$ cat config.mk
export PLATFORM = sky130hd
export DESIGN_NAME = calc_arith_sseg
export DESIGN_NICKNAME = d
export VERILOG_FILES = /design/src/rtl/calc_arith_sseg.sv
export SDC_FILE = /design/constraint.sdc
export NUM_CORES = 1
export LEC_CHECK = 0
export ABC_AREA = 1
export CAP_MARGIN = 10
export CORE_MARGIN = 2
export CORE_UTILIZATION = 40
export DETAILED_ROUTE_END_ITERATION = 8
export GPL_ROUTABILITY_DRIVEN = 0
export GPL_TIMING_DRIVEN = 0
export HOLD_SLACK_MARGIN = 0.08
export PLACE_DENSITY = 0.66
export SYNTH_ARGS = -nofsm -noshare
export SYNTH_HDL_FRONTEND = slang
export SYNTH_SLANG_ARGS = --single-unit
$ cat constraint.sdc
create_clock -name clk -period 4.05 [get_ports clk]
set_input_delay 0.81 -clock clk [delete_from_list [all_inputs] [get_ports clk]]
set_output_delay 0.81 -clock clk [all_outputs]
set_load 0.05 [all_outputs]
$ cat src/rtl/calc_arith_sseg.sv
// Arithmetic/display core of the 8-bit calculator: combinational adder, registered 8x8 multiplier,
// 4-digit multiplexed 7-segment driver. sum: 0 cycles; product, an, seg: 1 cycle. No backpressure.
// Optional LEADING_ZERO_BLANK_EN: blanks leading zero digits, rightmost digit always shown.
module calc_arith_sseg #(
  parameter int REFRESH_BITS = 18
) (
  input  logic        clk,
  input  logic        reset,
  input  logic [7:0]  op_a,
  input  logic [7:0]  op_b,
  output logic [15:0] sum,
  output logic [15:0] product,
  input  logic [15:0] disp_data,
  input  logic        blank,
  output logic [3:0]  an,
  output logic [6:0]  seg,
  output logic        dp
);

  logic [REFRESH_BITS-1:0] cnt_q, cnt_d;
  logic [15:0]             product_q, product_d;
  logic [3:0]              an_q, an_d;
  logic [6:0]              seg_q, seg_d;
  logic [1:0]              sel;
  logic [3:0]              digit;
  logic                    lead_zero;

  // Active-low {g,f,e,d,c,b,a} pattern for a full hex digit.
  function automatic logic [6:0] hex_to_seg(input logic [3:0] code);
    logic [6:0] pat;
    case (code)
      4'h0: pat = 7'h40;
      4'h1: pat = 7'h79;
      4'h2: pat = 7'h24;
      4'h3: pat = 7'h30;
      4'h4: pat = 7'h19;
      4'h5: pat = 7'h12;
      4'h6: pat = 7'h02;
      4'h7: pat = 7'h78;
      4'h8: pat = 7'h00;
      4'h9: pat = 7'h10;
      4'hA: pat = 7'h08;
      4'hB: pat = 7'h03;
      4'hC: pat = 7'h46;
      4'hD: pat = 7'h21;
      4'hE: pat = 7'h06;
      default: pat = 7'h0E;
    endcase
    return pat;
  endfunction

  // Adder: 9-bit result zero-extended, carry lands in bit 8.
  always_comb begin
    sum = {7'b0, ({1'b0, op_a} + {1'b0, op_b})};
  end

  // Top two scan-counter bits choose the digit currently driven.
  always_comb begin
    sel   = cnt_q[REFRESH_BITS-1 -: 2];
    digit = 4'h0;
    case (sel)
      2'd0: digit = disp_data[3:0];
      2'd1: digit = disp_data[7:4];
      2'd2: digit = disp_data[11:8];
      default: digit = disp_data[15:12];
    endcase
  end

  // A digit counts as a leading zero when it and every more-significant code are zero.
  always_comb begin
    lead_zero = 1'b0;
`ifdef LEADING_ZERO_BLANK_EN
    case (sel)
      2'd1: lead_zero = (disp_data[15:4] == 12'h000);
      2'd2: lead_zero = (disp_data[15:8] == 8'h00);
      2'd3: lead_zero = (disp_data[15:12] == 4'h0);
      default: lead_zero = 1'b0;
    endcase
`endif
  end

  // Next-state: free-running counter, product, and anode/segment pattern.
  always_comb begin
    cnt_d     = cnt_q + REFRESH_BITS'(1);
    product_d = {8'b0, op_a} * {8'b0, op_b};
    an_d      = 4'b1111;
    seg_d     = 7'h7F;
    if (!blank && !lead_zero) begin
      an_d  = ~(4'b0001 << sel);
      seg_d = hex_to_seg(digit);
    end
  end

  // State register; reset wins over blank and everything else.
  always_ff @(posedge clk) begin
    if (reset) begin
      cnt_q     <= '0;
      product_q <= 16'h0000;
      an_q      <= 4'b1111;
      seg_q     <= 7'h7F;
    end else begin
      cnt_q     <= cnt_d;
      product_q <= product_d;
      an_q      <= an_d;
      seg_q     <= seg_d;
    end
  end

  // Decimal point is never used by this display.
  always_comb begin
    product = product_q;
    an      = an_q;
    seg     = seg_q;
    dp      = 1'b1;
  end

endmodule

* Word-level counts from Yosys, hierarchy flattened
Memories as Yosys holds them, arrays and structs flattened. A register that Yosys moved wholly into a read port is not among the register bits. Index checks and enable logic that the tools add are counted.
Word-level totals: ROM bits 112, memory bits (writable) 0, logic and storage cells 14, register bits 38, bits in latches 0, memories 1
Operators by class: equality and inequality tests 2, shifts and indexed selects 1, bitwise gates (word level) 1, $mul 1, magnitude comparators 0, mux-type cells 1, $add $sub $neg 2, div/mod/pow operators 0, reduce and logical (&&, ||, !) cells 2
Memories:
- (no name shown) | depth 16, width 7, read ports 1, clocked after Yosys merged registers in 1, wr ports 0, RTL line 31 | case (code)
Operators by type and width (count):
- $add 18x1->18 const B | 1
- $mul 8x8->16 | 1
- $pmux 4 s3 | 1
- $add 8x8->9 | 1
- $not 4->4 | 1
- $shl 1x2->4 const A | 1
- $eq 2x1->1 const B | 1
- $eq 2x2->1 const B | 1
- $logic_not 2->1 | 1
- $reduce_or 2->1 | 1

* Longest topological paths before layout
Gate-level depths: netlist (run 1).
depth after elaboration 2, gate-level depth with buffers 21, gate-level depth less buffers 20

* Worst setup path before layout (run 1)
OpenSTA, ideal clock, no wires.
path type input to register, from input op_a[1], to register product_q[11], in the netlist product[11], cell stages on the path 18, slack -245 ps, data required time 3937 ps, library setup time 113 ps, arrival time 4183 ps, path buffers 1, cells stage by stage clkbuf_1 nand2_1 fa_1 fa_1 inv_1 fa_1 inv_1 fa_1 inv_1 ha_1 nand2_1 inv_1 nand2_1 inv_1 a21oi_1 nand2_1 nand2_1 nor2_1
On the way: cells in the longest elaborated chain, start to end 1
Ends and longest elaborated chain:
- from (decl) | RTL line 9 | input logic [7:0] op_a,
- $mul 8x8->16 | RTL line 85 | product_d = {8'b0, op_a} * {8'b0, op_b};
- to (signal assigned) | RTL line 103 | product_q <= product_d;
- to (decl) | RTL line 21 | logic [15:0] product_q, product_d;
Every way passes these cells. A chain may end at the register's enable or synchronous reset.

* Worst setup path after layout (run 1)
from input op_b[2], to register product_q[13], in the netlist product[13]
On the way: cells in the longest elaborated chain, start to end 1
Ends and longest elaborated chain:
- from (decl) | RTL line 10 | input logic [7:0] op_b,
- $mul 8x8->16 | RTL line 85
Every way passes these cells.

==> results.toml, run 1 <==
[status]
status = "finished, final reports clean"

[yosys]
ys_types = 36
avgSynthCellArea_sq_um = 6.940
synthesis.area_sq_mm = 0.004581
synth_ff_type = "dfxtp_1"
ys_seq_elements = 45
synth-async-reset-ratio = 0
synth_cells = 660
ys_warn_count = 0
ys_seq_area_frac = 0.1967
synth_edf_count = 0

[floorplan]
rows = 39
start_util = 0.4064
dieHeight_um = 111.0
ios = 79
die-area_sq_mm = 0.01232
core-area_sq_mm = 0.01127
die_w_um = 111.0

[global_route]
grt_pass1_wl_um = 17710
grt_max_degree = 16
antenna_found_initial = 0
track_usage = 0.1702
grt_remaining_overflow = 0
grt_pass1_vias = 4214

[detailed_routing]
drc_errors = 0
vias = 4162
ant_nets = 0
drt-vias-per-instance = 4.682
wire_per_inst_um = 11.32
initialDrtViolationCount = 171
wirelength_um = 10060
dr.pass1.iters = 4

[cts]
path_clk_slew_ns = 0.06
htree_levels = 2
cts-root-buf = "clkbuf_16"
tritoncts = "done"
numCtsBuffers = 5
clock_latency_ns = 0.29
cts_hold_buf = 0
clk_path_buf_depth = 2
clock-sinks = 45

[timing]
hold_viol_final = 0
period_share = 0.9630
setup_tns_ns = 0
setup_ws_ns = 0.1498
period_minus_slack_ns = 3.900
max_freq_mhz = 256.4
skew_ns = 0.004312
slew_viol_final = 0
max-slew-margin-rel = 0.6401
finalSetupViolations = 0
tightest_slew_ns = 0.5382

[placement]
dpl.hpwl_um = 8270
dpl_worst_slack_ns = -0.9215
dp_cells = 879
portBuffers = 70

[layout]
final-seq-area_sq_um = 900.9
finalNetCount = 868
drive_above_1_share = 0.1461
fin_cells = 889
syn_to_final_growth_pct = 27.40
multi_input_area_sq_mm = 0.003196
fillers = 1104
num_antenna_cells = 0

[worst_setup_path]
startpoint = "op_b[2]"
r2r-start = "cnt_q[17]$_SDFF_PP0_"
critical_path_class = "in2reg"
cp.arrival_ns = 4.09
crit_fanout = 8
crit_path_end_kind = "flop"
worstSetupStartpointType = "primary input"
cp_slowest_stage_delay_ns = 0.55
path_cells = "buf_4 > nand2_1 > inv_1 > fa_1 > fa_1 > fa_1 > inv_1 > fa_1 > inv_2 > ha_4 > nand2_4 > inv_4 > nand2_2 > nand2_2 > nand2_1 > nand3_2 > nand2_1 > nand2_1 > nor2_1"
slowest_stage = "fa_1"
cp.required_ns = 4.24

[power_and_ir_drop]
finalPower_mw = 2.598
peakVddDrop_mv = 0.2693
p_per_area_mw_per_mm2 = 445.2
power.leakage_nw = 3.165

[hold_path]
min_path_type = "reg2reg"
hold_start = "cnt_q[0]$_SDFF_PP0_"

[flow_run]
max_cap_violations = 0
## what timing repair did
item,CTS,global route
setup endpoints to repair,14,13
buffers inserted,2,1
gates resized for setup,88,75
pin swaps,8,27
## cells by family (layout without fill, tap and decap cells)
kind of cell             count (synthesis)  after routing  share of synthesized area
adder cells (fa/ha/maj)                 88             88                     0.3010
AND/OR/NAND/NOR                        302            302                     0.2854
other                                    2              8                   0.001640
AO/OA/AOI/OAI                           45             45                    0.05217
XOR/XNOR                                 6              6                    0.01147
flip-flops                              45             45                     0.1967
buffers and inverters                  172            252                     0.1516
## stage by stage
step                hold WS [ns]  utilization  cell area (sq um)
finish                    0.4498       0.5177               5836
global route              0.4818       0.5177               5836
floorplan                 0.4173            -               4651
CTS                       0.4571       0.5078               5724
global placement          0.4311       0.4906               5530
detailed placement        0.4431       0.4906               5530
## cells in the mapped netlist (3+ instances only)
master,instances,share of area
a21oi_1,24,0.026
a31oi_1,3,0.0041
buf_4,9,0.015
clkbuf_1,6,0.0049
dfxtp_1,45,0.20
fa_1,37,0.16
ha_1,51,0.14
inv_1,153,0.13
nand2_1,179,0.15
nand2_2,3,0.0041
nand3_1,36,0.039
nand4_1,9,0.012
nor2_1,52,0.043
nor2_2,4,0.0055
o21ai_0,13,0.014
or2_2,3,0.0041
xor2_1,4,0.0076
## registers in the layout (all words and copies together), names as in the netlist
signal	cells
an	4
cnt_q	18
product	16
seg	7
## power by group
part | leakage, nW | internal (mW) | switching, mW
combinational | 2.73 | 0.643 | 1.04
sequential | 0.369 | 0.500 | 0.0171
clock | 0.0702 | 0.229 | 0.171
## worst max-delay path, delay by kind of cell
family | cells | cell delay [ns]
adders and majority gates | 5 | 2.33
buffers and inverters | 5 | 0.36
and+or+nand+nor | 9 | 0.60
## layout by cell type, fill, tap and decap left out, types with 4 or more instances in the layout
cell             netlist  final
nand2_1              179    160
inv_1                153    144
clkdlybuf4s50_1        0     52
nor2_1                52     46
dfxtp_1               45     45
ha_1                  51     42
fa_1                  37     35
nand3_1               36     33
a21oi_1               24     22
nand2_2                3     20
buf_4                  9     18
o21ai_0               13     12
inv_2                  2     10
nor2_2                 4      9
nand4_1                9      9
buf_6                  2      9
conb_1                 2      8
ha_4                   0      6
nand3_2                2      5
clkbuf_16              0      5
clkbuf_1               6      4
nand2_4                2      4
xor2_1                 4      4
## worst paths after layout
check             cells past startpoint  slack [ns]                     end
setup / recovery                     19        0.15  product[13]$_SDFF_PP0_
hold / removal                        1        0.45     cnt_q[0]$_SDFF_PP0_
setup reg to reg                     12        2.28       seg[3]$_SDFF_PP1_
hold reg to reg                       1        0.45     cnt_q[0]$_SDFF_PP0_
## routing by layer
metal | share of wire | track usage | up-vias | wire length, um
met5 | 0 | 0 | - | 0
li1 | - | - | 2147 | -
met4 | 0.018 | 0.05761 | 0 | 185
met3 | 0.035 | 0.02624 | 18 | 356
met1 | 0.42 | 0.1918 | 1915 | 4261
met2 | 0.52 | 0.3252 | 82 | 5255
## layout make-up
cell class                 instances  share of cell area
sequential                        45              0.1544
buffer                            16             0.01930
clock inverter                     3            0.003645
timing repair buffer              73              0.1229
inverter                         155              0.1001
tap                              143             0.03066
clock buffer                       5             0.02144
multi-input combinational        449              0.5476
(Power assumes the default switching activity.)
==> inputs of run 2 (changes only) <==
--- a/config.mk
+++ b/config.mk
@@ -9,6 +9,8 @@
 export CAP_MARGIN = 10
 export CORE_MARGIN = 2
 export CORE_UTILIZATION = 40
+export CTS_BUF_LIST = sky130_fd_sc_hd__clkbuf_16
+export CTS_CLUSTER_SIZE = 10
 export DETAILED_ROUTE_END_ITERATION = 8
 export GPL_ROUTABILITY_DRIVEN = 0
 export GPL_TIMING_DRIVEN = 0
==> results of run 2 <==
The final DEF is identical to that of run 1; final timing and power are the same.
